### config.mk
export PLATFORM = sky130hd
export DESIGN_NAME = sram_arbiter_n
export DESIGN_NICKNAME = d
export VERILOG_FILES = /design/src/rtl/mem_arb_pkg.sv /design/src/rtl/arb_picker.sv /design/src/rtl/sram_arbiter_n.sv
export SDC_FILE = /design/constraint.sdc
export NUM_CORES = 1
export LEC_CHECK = 0
export ABC_AREA = 1
export CAP_MARGIN = 10
export CORE_AREA = 3 3 130 132
export CTS_CLUSTER_SIZE = 14
export DETAILED_ROUTE_END_ITERATION = 10
export DIE_AREA = 0 0 133 135
export PLACE_DENSITY = 0.76
export SLEW_MARGIN = 20
export SYNTH_ARGS = -nofsm -noshare
export SYNTH_HDL_FRONTEND = slang
export SYNTH_SLANG_ARGS = --single-unit
export TNS_END_PERCENT = 10
### constraint.sdc
create_clock -name clk -period 2.1 [get_ports clk]
set_clock_uncertainty 0.15 [all_clocks]
set_input_delay 0.315 -clock clk [delete_from_list [all_inputs] [get_ports clk]]
set_output_delay 0.315 -clock clk [all_outputs]
set_load 0.03 [all_outputs]
### src/rtl/mem_arb_pkg.sv
// ---------------------------------------------------------------------------
// mem_arb_pkg
// Shared types and constants for the SRAM arbiter family.
//   state_t   : arbiter FSM state encoding (IDLE / SERVE / RESP), 2 bits
//   ARB_FIXED : arbitration mode 0, highest requesting index wins
//   ARB_RR    : arbitration mode 1, round-robin starting after the pointer
//   id_width  : width of a client index, never narrower than 1 bit
// ---------------------------------------------------------------------------
package mem_arb_pkg;

    typedef enum logic [1:0] {
        IDLE  = 2'd0,
        SERVE = 2'd1,
        RESP  = 2'd2
    } state_t;

    localparam int ARB_FIXED = 0;
    localparam int ARB_RR    = 1;

    // A single client still needs a 1-bit index so that ports stay legal.
    function automatic int id_width(input int n);
        return (n > 1) ? $clog2(n) : 1;
    endfunction

endpackage

### src/rtl/arb_picker.sv
// ---------------------------------------------------------------------------
// arb_picker
// Combinational N-way winner selection, shared with the bus crossbar.
// Ports:
//   req   [N]    : request vector
//   mask  [N]    : clients excluded from this pick
//   ptr   [ID_W] : last granted index (round-robin starts at ptr+1)
//   mode         : 0 = fixed priority (highest index wins), 1 = round-robin
//   win   [ID_W] : winning index (0 when nothing is eligible)
//   valid        : at least one eligible request
// ---------------------------------------------------------------------------
module arb_picker
    import mem_arb_pkg::*;
#(
    parameter int N    = 3,
    parameter int ID_W = id_width(N)
) (
    input  logic [N-1:0]    req,
    input  logic [N-1:0]    mask,
    input  logic [ID_W-1:0] ptr,
    input  logic            mode,
    output logic [ID_W-1:0] win,
    output logic            valid
);

    logic [N-1:0]    elig;
    logic [ID_W-1:0] rr_pos [N];

    assign elig  = req & ~mask;
    assign valid = |elig;

    // rr_pos[k] is the (k+1)-th candidate in round-robin search order.
    genvar gi;
    generate
        for (gi = 0; gi < N; gi++) begin : g_rr_pos
            assign rr_pos[gi] = ID_W'((int'(ptr) + gi + 1) % N);
        end
    endgenerate

    // Both loops let the preferred candidate be the last assignment:
    // fixed mode scans upward so the highest index sticks, round-robin
    // scans the search order backwards so the nearest candidate sticks.
    always_comb begin
        win = '0;
        if (mode) begin
            for (int k = N - 1; k >= 0; k--) begin
                if (elig[rr_pos[k]]) begin
                    win = rr_pos[k];
                end
            end
        end else begin
            for (int i = 0; i < N; i++) begin
                if (elig[i]) begin
                    win = ID_W'(i);
                end
            end
        end
    end

endmodule

### src/rtl/sram_arbiter_n.sv
// ---------------------------------------------------------------------------
// sram_arbiter_n
// N-client arbiter in front of a single-port SRAM controller. A winner's
// command is latched at grant time, the SRAM is driven until SRAM_ready,
// and the read data is returned through a registered one-cycle response
// stage. A new grant can be issued from the response cycle (back-to-back).
//
// Optional build macro: ARB_TIMEOUT_EN -- adds a SERVE watchdog of
// TIMEOUT_CYCLES cycles that aborts the access and flags cl_err.
//
// Ports:
//   clk, reset_n (async, active low)
//   cl_req/cl_we [N], cl_addr [N*ADDR_W], cl_wdata [N*DATA_W] : clients
//   cl_ready [N] one-hot pulse, cl_rdata, cl_err                : response
//   SRAM_req/we/addr/wdata out, SRAM_rdata/ready in             : SRAM side
//   grant_id : index of the currently granted client (debug)
// ---------------------------------------------------------------------------
module sram_arbiter_n
    import mem_arb_pkg::*;
#(
    parameter int NUM_CLIENTS    = 3,
    parameter int ADDR_W         = 32,
    parameter int DATA_W         = 32,
    parameter int ARB_MODE       = 0,
    parameter int TIMEOUT_CYCLES = 64,
    parameter int ID_W           = id_width(NUM_CLIENTS)
) (
    input  logic                          clk,
    input  logic                          reset_n,
    input  logic [NUM_CLIENTS-1:0]        cl_req,
    input  logic [NUM_CLIENTS-1:0]        cl_we,
    input  logic [NUM_CLIENTS*ADDR_W-1:0] cl_addr,
    input  logic [NUM_CLIENTS*DATA_W-1:0] cl_wdata,
    output logic [NUM_CLIENTS-1:0]        cl_ready,
    output logic [DATA_W-1:0]             cl_rdata,
    output logic                          cl_err,
    output logic                          SRAM_req,
    output logic                          SRAM_we,
    output logic [ADDR_W-1:0]             SRAM_addr,
    output logic [DATA_W-1:0]             SRAM_wdata,
    input  logic [DATA_W-1:0]             SRAM_rdata,
    input  logic                          SRAM_ready,
    output logic [ID_W-1:0]               grant_id
);

    // Reject configurations the picker and index widths cannot represent.
    generate
        if (NUM_CLIENTS < 1 || NUM_CLIENTS > 8 || TIMEOUT_CYCLES < 1 ||
            (ARB_MODE != ARB_FIXED && ARB_MODE != ARB_RR)) begin : g_bad_cfg
            $error("sram_arbiter_n: unsupported parameter set");
        end
    endgenerate

    state_t                   state_reg,      state_next;
    logic                     sram_req_reg,   sram_req_next;
    logic                     sram_we_reg,    sram_we_next;
    logic [ADDR_W-1:0]        sram_addr_reg,  sram_addr_next;
    logic [DATA_W-1:0]        sram_wdata_reg, sram_wdata_next;
    logic [ID_W-1:0]          grant_reg,      grant_next;
    logic [ID_W-1:0]          ptr_reg,        ptr_next;
    logic [NUM_CLIENTS-1:0]   ready_reg,      ready_next;
    logic [DATA_W-1:0]        rdata_reg,      rdata_next;

`ifdef ARB_TIMEOUT_EN
    localparam int TMR_W = $clog2(TIMEOUT_CYCLES + 1);
    logic [TMR_W-1:0]         timer_reg,      timer_next;
    logic                     err_reg,        err_next;
`endif

    logic [NUM_CLIENTS-1:0]   arb_mask;
    logic [ID_W-1:0]          pick_win;
    logic                     pick_valid;
    logic                     arb_mode;

    assign arb_mode = (ARB_MODE == ARB_RR);

    // In RESP the answered client still holds cl_req, so it is masked to
    // stop it from being re-granted before it has seen its ready pulse.
    always_comb begin
        arb_mask = '0;
        if (state_reg == RESP) begin
            arb_mask[grant_reg] = 1'b1;
        end
    end

    arb_picker #(
        .N    (NUM_CLIENTS),
        .ID_W (ID_W)
    ) u_picker (
        .req   (cl_req),
        .mask  (arb_mask),
        .ptr   (ptr_reg),
        .mode  (arb_mode),
        .win   (pick_win),
        .valid (pick_valid)
    );

    always_comb begin
        state_next      = state_reg;
        sram_req_next   = sram_req_reg;
        sram_we_next    = sram_we_reg;
        sram_addr_next  = sram_addr_reg;
        sram_wdata_next = sram_wdata_reg;
        grant_next      = grant_reg;
        ptr_next        = ptr_reg;
        ready_next      = '0;           // ready is a single-cycle pulse
        rdata_next      = rdata_reg;    // held until the next response
`ifdef ARB_TIMEOUT_EN
        timer_next      = timer_reg;
        err_next        = 1'b0;
`endif

        unique case (state_reg)
            IDLE, RESP: begin
                if (pick_valid) begin
                    state_next      = SERVE;
                    sram_req_next   = 1'b1;
                    sram_we_next    = cl_we[pick_win];
                    sram_addr_next  = cl_addr[pick_win*ADDR_W +: ADDR_W];
                    sram_wdata_next = cl_wdata[pick_win*DATA_W +: DATA_W];
                    grant_next      = pick_win;
                    if (arb_mode) begin
                        ptr_next = pick_win;
                    end
`ifdef ARB_TIMEOUT_EN
                    timer_next = '0;
`endif
                end else begin
                    state_next = IDLE;
                end
            end

            SERVE: begin
                if (SRAM_ready) begin
                    state_next            = RESP;
                    sram_req_next         = 1'b0;
                    rdata_next            = SRAM_rdata;
                    ready_next[grant_reg] = 1'b1;
                end
`ifdef ARB_TIMEOUT_EN
                // timer_reg counts completed SERVE cycles, so this is the
                // TIMEOUT_CYCLES-th cycle without a ready.
                else if (timer_reg == TMR_W'(TIMEOUT_CYCLES - 1)) begin
                    state_next            = RESP;
                    sram_req_next         = 1'b0;
                    rdata_next            = '0;
                    err_next              = 1'b1;
                    ready_next[grant_reg] = 1'b1;
                end else begin
                    timer_next = timer_reg + TMR_W'(1);
                end
`endif
            end

            default: begin
                state_next    = IDLE;
                sram_req_next = 1'b0;
            end
        endcase
    end

    always_ff @(posedge clk or negedge reset_n) begin
        if (!reset_n) begin
            state_reg      <= IDLE;
            sram_req_reg   <= 1'b0;
            sram_we_reg    <= 1'b0;
            sram_addr_reg  <= '0;
            sram_wdata_reg <= '0;
            grant_reg      <= '0;
            ptr_reg        <= ID_W'(NUM_CLIENTS - 1);
            ready_reg      <= '0;
            rdata_reg      <= '0;
`ifdef ARB_TIMEOUT_EN
            timer_reg      <= '0;
            err_reg        <= 1'b0;
`endif
        end else begin
            state_reg      <= state_next;
            sram_req_reg   <= sram_req_next;
            sram_we_reg    <= sram_we_next;
            sram_addr_reg  <= sram_addr_next;
            sram_wdata_reg <= sram_wdata_next;
            grant_reg      <= grant_next;
            ptr_reg        <= ptr_next;
            ready_reg      <= ready_next;
            rdata_reg      <= rdata_next;
`ifdef ARB_TIMEOUT_EN
            timer_reg      <= timer_next;
            err_reg        <= err_next;
`endif
        end
    end

    assign cl_ready   = ready_reg;
    assign cl_rdata   = rdata_reg;
    assign SRAM_req   = sram_req_reg;
    assign SRAM_we    = sram_we_reg;
    assign SRAM_addr  = sram_addr_reg;
    assign SRAM_wdata = sram_wdata_reg;
    assign grant_id   = grant_reg;
`ifdef ARB_TIMEOUT_EN
    assign cl_err     = err_reg;
`else
    assign cl_err     = 1'b0;
`endif

    // A granted client must keep requesting until it is answered.
    property p_req_held;
        @(posedge clk) disable iff (!reset_n)
            (state_reg == SERVE) |-> cl_req[grant_reg];
    endproperty
    a_req_held: assert property (p_req_held);

endmodule

After elaboration in Yosys (flattened, before gate mapping)
Cells that the tools add are included.

operators by class
  add/subtract/negate cells = 0
  multiply operators = 0
  divide/modulo/power cells = 0
  order comparisons = 3
  equality and inequality tests = 4
  shift operators = 2
  mux-type cells = 15
  bitwise logic cells = 2
  reductions and logical operators = 7

operators by type and width
  cell                count
  $shiftx 96x8->32    2
  $mux 3              3
  $lt 2x3->1 const B  2
  $mux 1              6
  $reduce_and 2->1    3
  $mux 2              2
  $ne 2x2->1 const B  2
  $pmux 2 s2          1
  $and 3x3->3         1
  $not 3->3           1
  $reduce_or 3->1     1
  $bmux 1 s2          1
  $demux 1 s2         1
  $eq 2x1->1 const B  1
  $eq 2x2->1 const B  1
  $ge 2x1->1 const B  1
  $logic_not 2->1     1
  $pmux 1 s2          1
  $reduce_or 2->1     1
  $logic_and 1x1->1   1

storage, ports and cells
  register bits after elaboration = 105
  latch bits = 0
  RAM bits = 0
  bits in read-only memories = 0
  input bits = 233
  output and inout port bits = 104
  word-level logic and storage cells = 41
  memories kept = 0

Longest topological paths before layout
Gate-level depths: netlist (run 1).

  word-level depth = 11
  mapped depth = 12
  mapped depth without buffers = 10

By module
From an unflattened synthesis (run 1), not the netlist that was laid out.

unflattened totals
  cells, all modules = 950
  area, all modules = 6185.9 sq um

by module, submodules not included
  module          times used  cells an instance  area an instance (sq um)  sequential area each (sq um)
  sram_arbiter_n  1           904                5938.2                    2627.5
  arb_picker      1           46                 247.7                     0.0

Worst setup path after synthesis (run 1)
No wires, ideal clock.

  path type = reg2reg
  from = register grant_reg[1] (netlist: grant_id[1])
  to = register sram_addr_reg[0] (netlist: SRAM_addr[0])
  setup time = 117 ps
  arrival time = 1507 ps
  required time = 1833 ps
  setup slack = 326 ps
  cell stages (with the launch flop) = 12
  path buffers = 2
  period minus slack after synthesis = 1774 ps
  path through = dfrtp_1 -> inv_1 -> nor2_1 -> nand2_1 -> nand2_4 -> nand3_2 -> nand2_2 -> inv_2 -> buf_6 -> buf_6 -> nand2_1 -> nand2_1

on the way
  longest elaborated chain between the ends = 10
  elaborated cells on any way between the ends = 13

ends and longest elaborated chain
  what                                                            RTL line               text
  from (decl)                                                     sram_arbiter_n.sv:59   logic [ID_W-1:0] grant_reg, grant_next;
  from (signal assigned)                                          sram_arbiter_n.sv:183  grant_reg <= grant_next;
  $lt 2x3->1 (not written as such) or $ge 2x1->1 (tied branches)  sram_arbiter_n.sv:82   arb_mask[grant_reg] = 1'b1;
  $logic_and 1x1->1 (not written as such)                         sram_arbiter_n.sv:82
  $mux 1 (not written as such)                                    sram_arbiter_n.sv:82
  $demux 1 s2 *                                                   sram_arbiter_n.sv:82
  $mux 3 *                                                        sram_arbiter_n.sv:81   if (state_reg == RESP) begin
  $not 3->3 *                                                     arb_picker.sv:29       assign elig = req & ~mask;
  $and 3x3->3 *                                                   arb_picker.sv:29
  $mux 1                                                          arb_picker.sv:53       if (elig[i]) begin
  $mux 2                                                          arb_picker.sv:53
  $shiftx 96x8->32                                                sram_arbiter_n.sv:119  sram_addr_next = cl_addr[pick_win*ADDR_W +: ADDR_W];
  to (signal assigned)                                            sram_arbiter_n.sv:181  sram_addr_reg <= sram_addr_next;
  to (decl)                                                       sram_arbiter_n.sv:57   logic [ADDR_W-1:0] sram_addr_reg, sram_addr_next;

Every way passes the cells marked *; elsewhere a longest branch is shown, timed or not.
A chain may end at the register's enable or synchronous reset.

Worst setup path after layout (run 1)
  from = register grant_reg[0] (netlist: grant_id[0])
  to = output grant_id[0]

RTL lines
  what       RTL line              text
  to (decl)  sram_arbiter_n.sv:43  output logic [ID_W-1:0] grant_id

No word-level cell between the ends.

==> results.yml, run 1 <==
placed_design:
  gp_congestion: 0.830
  placed_cells: 1334
  hpwlAfterDp_microns: 15400
  placed_area_sq_um: 9250
  port-buffer-count: 335
setup_path:
  timing.rr.start: "state_reg[0]"
  r2r_slack_ns: 0.29
  crit_end: "grant_id[0]"
  cp_slowest_stage_delay_ns: 0.73
  cp-end-kind: "output port"
  slowest_stage: "clkdlybuf4s50_1"
  crit_chain: "clkdlybuf4s50_1"
  worst-path-buf-inv: 1
  path_class: "reg2out"
  path_depth: 1
  path_max_fanout: 6
  reg2regPathDepth: 9
  path_delay_family: "buffers and inverters"
  cp.arrival_ns: 1.53
  cp-startpoint: "grant_id[0]"
  crit_required_ns: 1.63
  r2r_end: "SRAM_addr[12]"
  start_kind: "flop"
run_status:
  status: "complete, no violations"
detailed_routing:
  ant_nets: 0
  wl_per_cell_microns: 15.7
  drtIter0Drc: 309
  drc: 0
  first_pass_iters: 5
  dr_total_vias: 6296
  drt-total-wl_microns: 21200
  vias_per_cell: 4.66
floorplan:
  rows: 46
  fp.dieH_microns: 135
  die_w_microns: 133
  initial_core_util: 0.356
  num_io_pins: 337
  coreArea_sq_um: 15800
  dieArea_sq_um: 18000
synth:
  syn_area_per_cell_sq_um: 6.91
  synth_seq_cells: 105
  synth_top_area_share: 0.466
  synth_cell_types: 20
  synth_area_leader_cell: "dfrtp_1"
  synthCells: 815
  yosysWarnings: 0
  netlist_top_cells_area: "dfrtp_1 47%, nand2_1 25%, nand3_1 14%, inv_1 4.3%, nor2_1 2.7%"
  yosysSeqAreaShare: 0.466
  syn-num-nets: 1048
  syn_area_sq_um: 5630
power_and_ir_drop:
  p_per_area_nw_per_um2: 1260
  finalPower_w: 0.0121
  peakVddDrop_v: 0.000817
  p_leak_nw: 4.72
finish:
  layout_commonest_cell: "nand2_1"
  layout_common_cells: "367 x nand2_1, 334 x clkdlybuf4s50_1, 161 x nand3_1"
  layoutNonFillerInstCount: 1351
  area_growth_pct: 69.9
  n_antenna_cell: 0
  design_area_sq_um: 9570
  drive_gt1_frac: 0.0423
  nFillCells: 1414
  finalNetCount: 1363
timing:
  tns_ns: 0
  whs_ns: 0.317
  setup_viol: 0
  rsz0062_at_grt: "no"
  min_period_ns: 1.99
  period_share: 0.949
  hold_viol: 0
  maxSlewViolCount: 0
  fmax_mhz: 502
cts:
  cts.clk_slew.worst_paths_ns: 0.09
  h-tree-depth: 3
  root_buffer: "clkbuf_16"
  cts_buffer_depth: 2
  cts-buffers-inserted: 9
  cts_tree: "done"
  clock-sinks: 105
  clk_latency_ns: 0.35
  cts.repair.resized: 0
grt:
  grt_use_total: 0.226
  grt_max_degree: 68
  grt_first_pass_wirelength_microns: 32600
  antenna_found_initial: 0
  grt-ovfl-total: 0
  grt_pass1_vias: 6184
flow_run:
  max_cap_violations: 0
worst_hold_path:
  worstHoldPathType: "in2async"
layout make-up:
class	instances	area, sq um	area share
clock buffer	9	225	0.0235
clock inverter	7	91.3	0.00954
inverter	68	255	0.0267
multi-input combinational	589	2460	0.257
sequential	105	2630	0.274
tap	216	270	0.0282
timing repair buffer	357	3640	0.381
per-layer routing:
metal,global-route usage,part of all wire
met5,0,0
met4,0.0687,0.019
met3,0.0760,0.10
met2,0.379,0.48
met1,0.278,0.40
synthesized netlist by cell type:
cell,instances
o21ai_1,9
buf_1,1
nand3_2,1
conb_1,1
clkbuf_1,12
nand2_4,1
a22oi_1,1
o21ai_0,2
nand2_2,2
inv_2,4
buf_4,7
inv_1,64
nor2_1,41
nand2_1,368
buf_2,28
nor2_2,1
dfrtp_1,105
nor3_1,1
buf_6,5
nand3_1,161
what timing repair did:
item | in CTS | in global routing
endpoints found under the hold margin | 26 | 0
setup buffers | 0 | 0
hold buffers | 1 | 0
cells by family (layout without fill, tap and decap cells):
group                  Yosys count  after routing  share of synthesized area
and+or+nand+nor                576            576                      0.424
buffers and inverters          121            441                     0.0982
AOI/OAI and AO/OA               12             12                     0.0111
DFF                            105            105                      0.466
other                            1              1                   0.000666
where the power goes:
group	total, W	internal (W)	switching (W)
Combinational	0.00679	0.00273	0.00406
Sequential	0.00352	0.00298	0.000542
Clock	0.00177	0.000867	0.000901
Total	0.0121	0.00657	0.00550
how the worst min path moves through the flow:
stage	startpoint	endpoint	cells past startpoint
2_1_floorplan	reset_n	SRAM_addr[0]	0
3_3_place_gp	reset_n	SRAM_wdata[26]	1
3_5_place_dp	reset_n	SRAM_wdata[26]	1
4_1_cts	reset_n	SRAM_wdata[26]	2
6_report	reset_n	SRAM_wdata[26]	2
5_1_grt	reset_n	SRAM_wdata[26]	2
through the flow:
stage                     setup WS, ns   util
final                            0.107  0.605
after floorplan                  0.326      -
after global placement           0.204  0.584
after CTS                       0.0807  0.605
after global routing            0.0590  0.605
after detailed placement         0.167  0.584
Note: power is estimated with default switching activity, not from simulation.
==> inputs of run 2 (changes only) <==
--- a/config.mk
+++ b/config.mk
@@ -11,8 +11,8 @@
 export CTS_CLUSTER_SIZE = 14
 export DETAILED_ROUTE_END_ITERATION = 10
 export DIE_AREA = 0 0 133 135
+export GPL_TIMING_DRIVEN = 0
 export PLACE_DENSITY = 0.76
-export SLEW_MARGIN = 20
 export SYNTH_ARGS = -nofsm -noshare
 export SYNTH_HDL_FRONTEND = slang
 export SYNTH_SLANG_ARGS = --single-unit
==> run 2 against run 1 <==
- register-to-register slack got worse by 0.14 ns
- sequential power about the same
- largest power group unchanged
- die area is the same
- power is 0.98% higher
- highest routed layer unchanged
==> results.yml, run 2 (same netlist as run 1, synthesis figures left out) <==
run_status:
  status: "complete, no violations"
placed_design:
  port-buffer-count: 335
  gp_congestion: 0.843
  hpwlAfterDp_microns: 17600
finish:
  multi_input_comb_area_sq_um: 2450
  nFillCells: 1441
  drive_gt1_frac: 0.0582
  regArea_sq_um: 2630
  area_growth_pct: 70.5
  layout_commonest_cell: "nand2_1"
  finalNetCount: 1396
  n_antenna_cell: 0
  layout_common_cells: "368 x nand2_1, 334 x clkdlybuf4s50_1, 161 x nand3_1"
setup_path:
  cp_slowest_stage_delay_ns: 0.73
  path_max_fanout: 6
  cp.arrival_ns: 1.53
  path_depth: 1
  start_kind: "flop"
  path_delay_family: "buffers and inverters"
  path_class: "reg2out"
  cp-end-kind: "output port"
  worst-path-buf-inv: 1
  slowest_stage: "clkdlybuf4s50_1"
  crit_required_ns: 1.63
  reg2regPathDepth: 10
  crit_chain: "clkdlybuf4s50_1"
floorplan:
  dieArea_sq_um: 18000
  fp.dieH_microns: 135
  num_io_pins: 337
  die_w_microns: 133
  rows: 46
  initial_core_util: 0.356
  coreArea_sq_um: 15800
detailed_routing:
  dr_total_vias: 6516
  drtIter0Drc: 301
  drt-total-wl_microns: 22500
  drc: 0
  vias_per_cell: 4.71
  first_pass_iters: 4
  ant_nets: 0
  wl_per_cell_microns: 16.3
power_and_ir_drop:
  p_per_area_nw_per_um2: 1270
  finalPower_w: 0.0122
  peakVddDrop_v: 0.000837
  p_leak_nw: 4.78
worst_hold_path:
  worst_hold_path.num_cells: 2
  worstHoldPathType: "reg2reg"
timing:
  setup_viol: 0
  tightest_slew_ns: 0.651
  slew_headroom: 0.566
  min_period_ns: 1.99
  fmax_mhz: 501
  rsz0062_at_grt: "yes"
  hold_viol: 0
  maxSlewViolCount: 0
  period_share: 0.950
  tns_ns: 0
cts:
  cts_tree: "done"
  cts-buffers-inserted: 9
  post_cts_buffers: 0
  clock-sinks: 105
  cts_buffer_depth: 2
  h-tree-depth: 3
  clk_latency_ns: 0.34
  cts.clk_slew.worst_paths_ns: 0.07
  root_buffer: "clkbuf_16"
flow_run:
  max_cap_violations: 0
grt:
  grt-ovfl-total: 0
  grt_max_degree: 60
  grt_first_pass_wirelength_microns: 34600
  antenna_found_initial: 0
  grt_use_total: 0.244
  grt_pass1_vias: 6370
[run 2: changes by cell type in the layout (fill, tap and decap cells not counted), sizes merged]
cell / delta
buf: +19
clkbuf: +14
bufinv: +1
clkinvlp: +1
clkinv: -2
[run 2: cell type report]
type	count	share of cell area
Timing Repair Buffer	337	0.353
Sequential cell	105	0.274
Multi-Input combinational cell	589	0.255
Buffer	53	0.0316
Tap cell	216	0.0281
Inverter	68	0.0266
Clock buffer	9	0.0234
Clock inverter	7	0.00873
[run 2: through the flow]
stage	worst slack (ns)	hold WS, ns	util	cells	instance area [sq um]
floorplan	0.326	-0.131	-	815	5630
global placement	-3.60	0.311	0.585	1366	9260
detailed placement	-0.145	0.222	0.586	1367	9280
CTS	0.0299	0.332	0.607	1384	9600
global route	-0.0159	0.333	0.607	1384	9610
finish	0.106	0.330	0.607	1384	9610
[run 2: report_power, final]
group / switching, W / internal [W]
Clock: 0.000820 / 0.000950
Combinational: 0.00412 / 0.00276
Sequential: 0.000567 / 0.00298
Total: 0.00551 / 0.00669
[run 2: final timing paths]
path / start / to / slack (ns)
max: grant_id[0] / grant_id[0] / 0.11
max reg2reg: grant_id[0] / SRAM_we / 0.15
min: SRAM_wdata[17] / SRAM_wdata[17] / 0.33
max in group asynchronous: reset_n / SRAM_addr[11] / 0.68
min in group asynchronous: reset_n / SRAM_wdata[19] / 0.38
min reg2reg: SRAM_wdata[17] / SRAM_wdata[17] / 0.33
[run 2: routing by layer]
layer	GRT usage	wire length, microns	vias to the layer above	part of all wire
met1	0.300	9020	2985	0.40
met4	0.0785	546	0	0.024
met3	0.0782	2160	37	0.096
li1	-	-	3211	-
met5	0	0	-	0
met2	0.409	10800	283	0.48
[run 2: repair_timing]
action / 4_1_cts / 5_1_grt
setup endpoints to repair: 0 / 20
hold buffers: 1 / 0
hold endpoints to repair: 46 / 0
resized for setup: 0 / 4
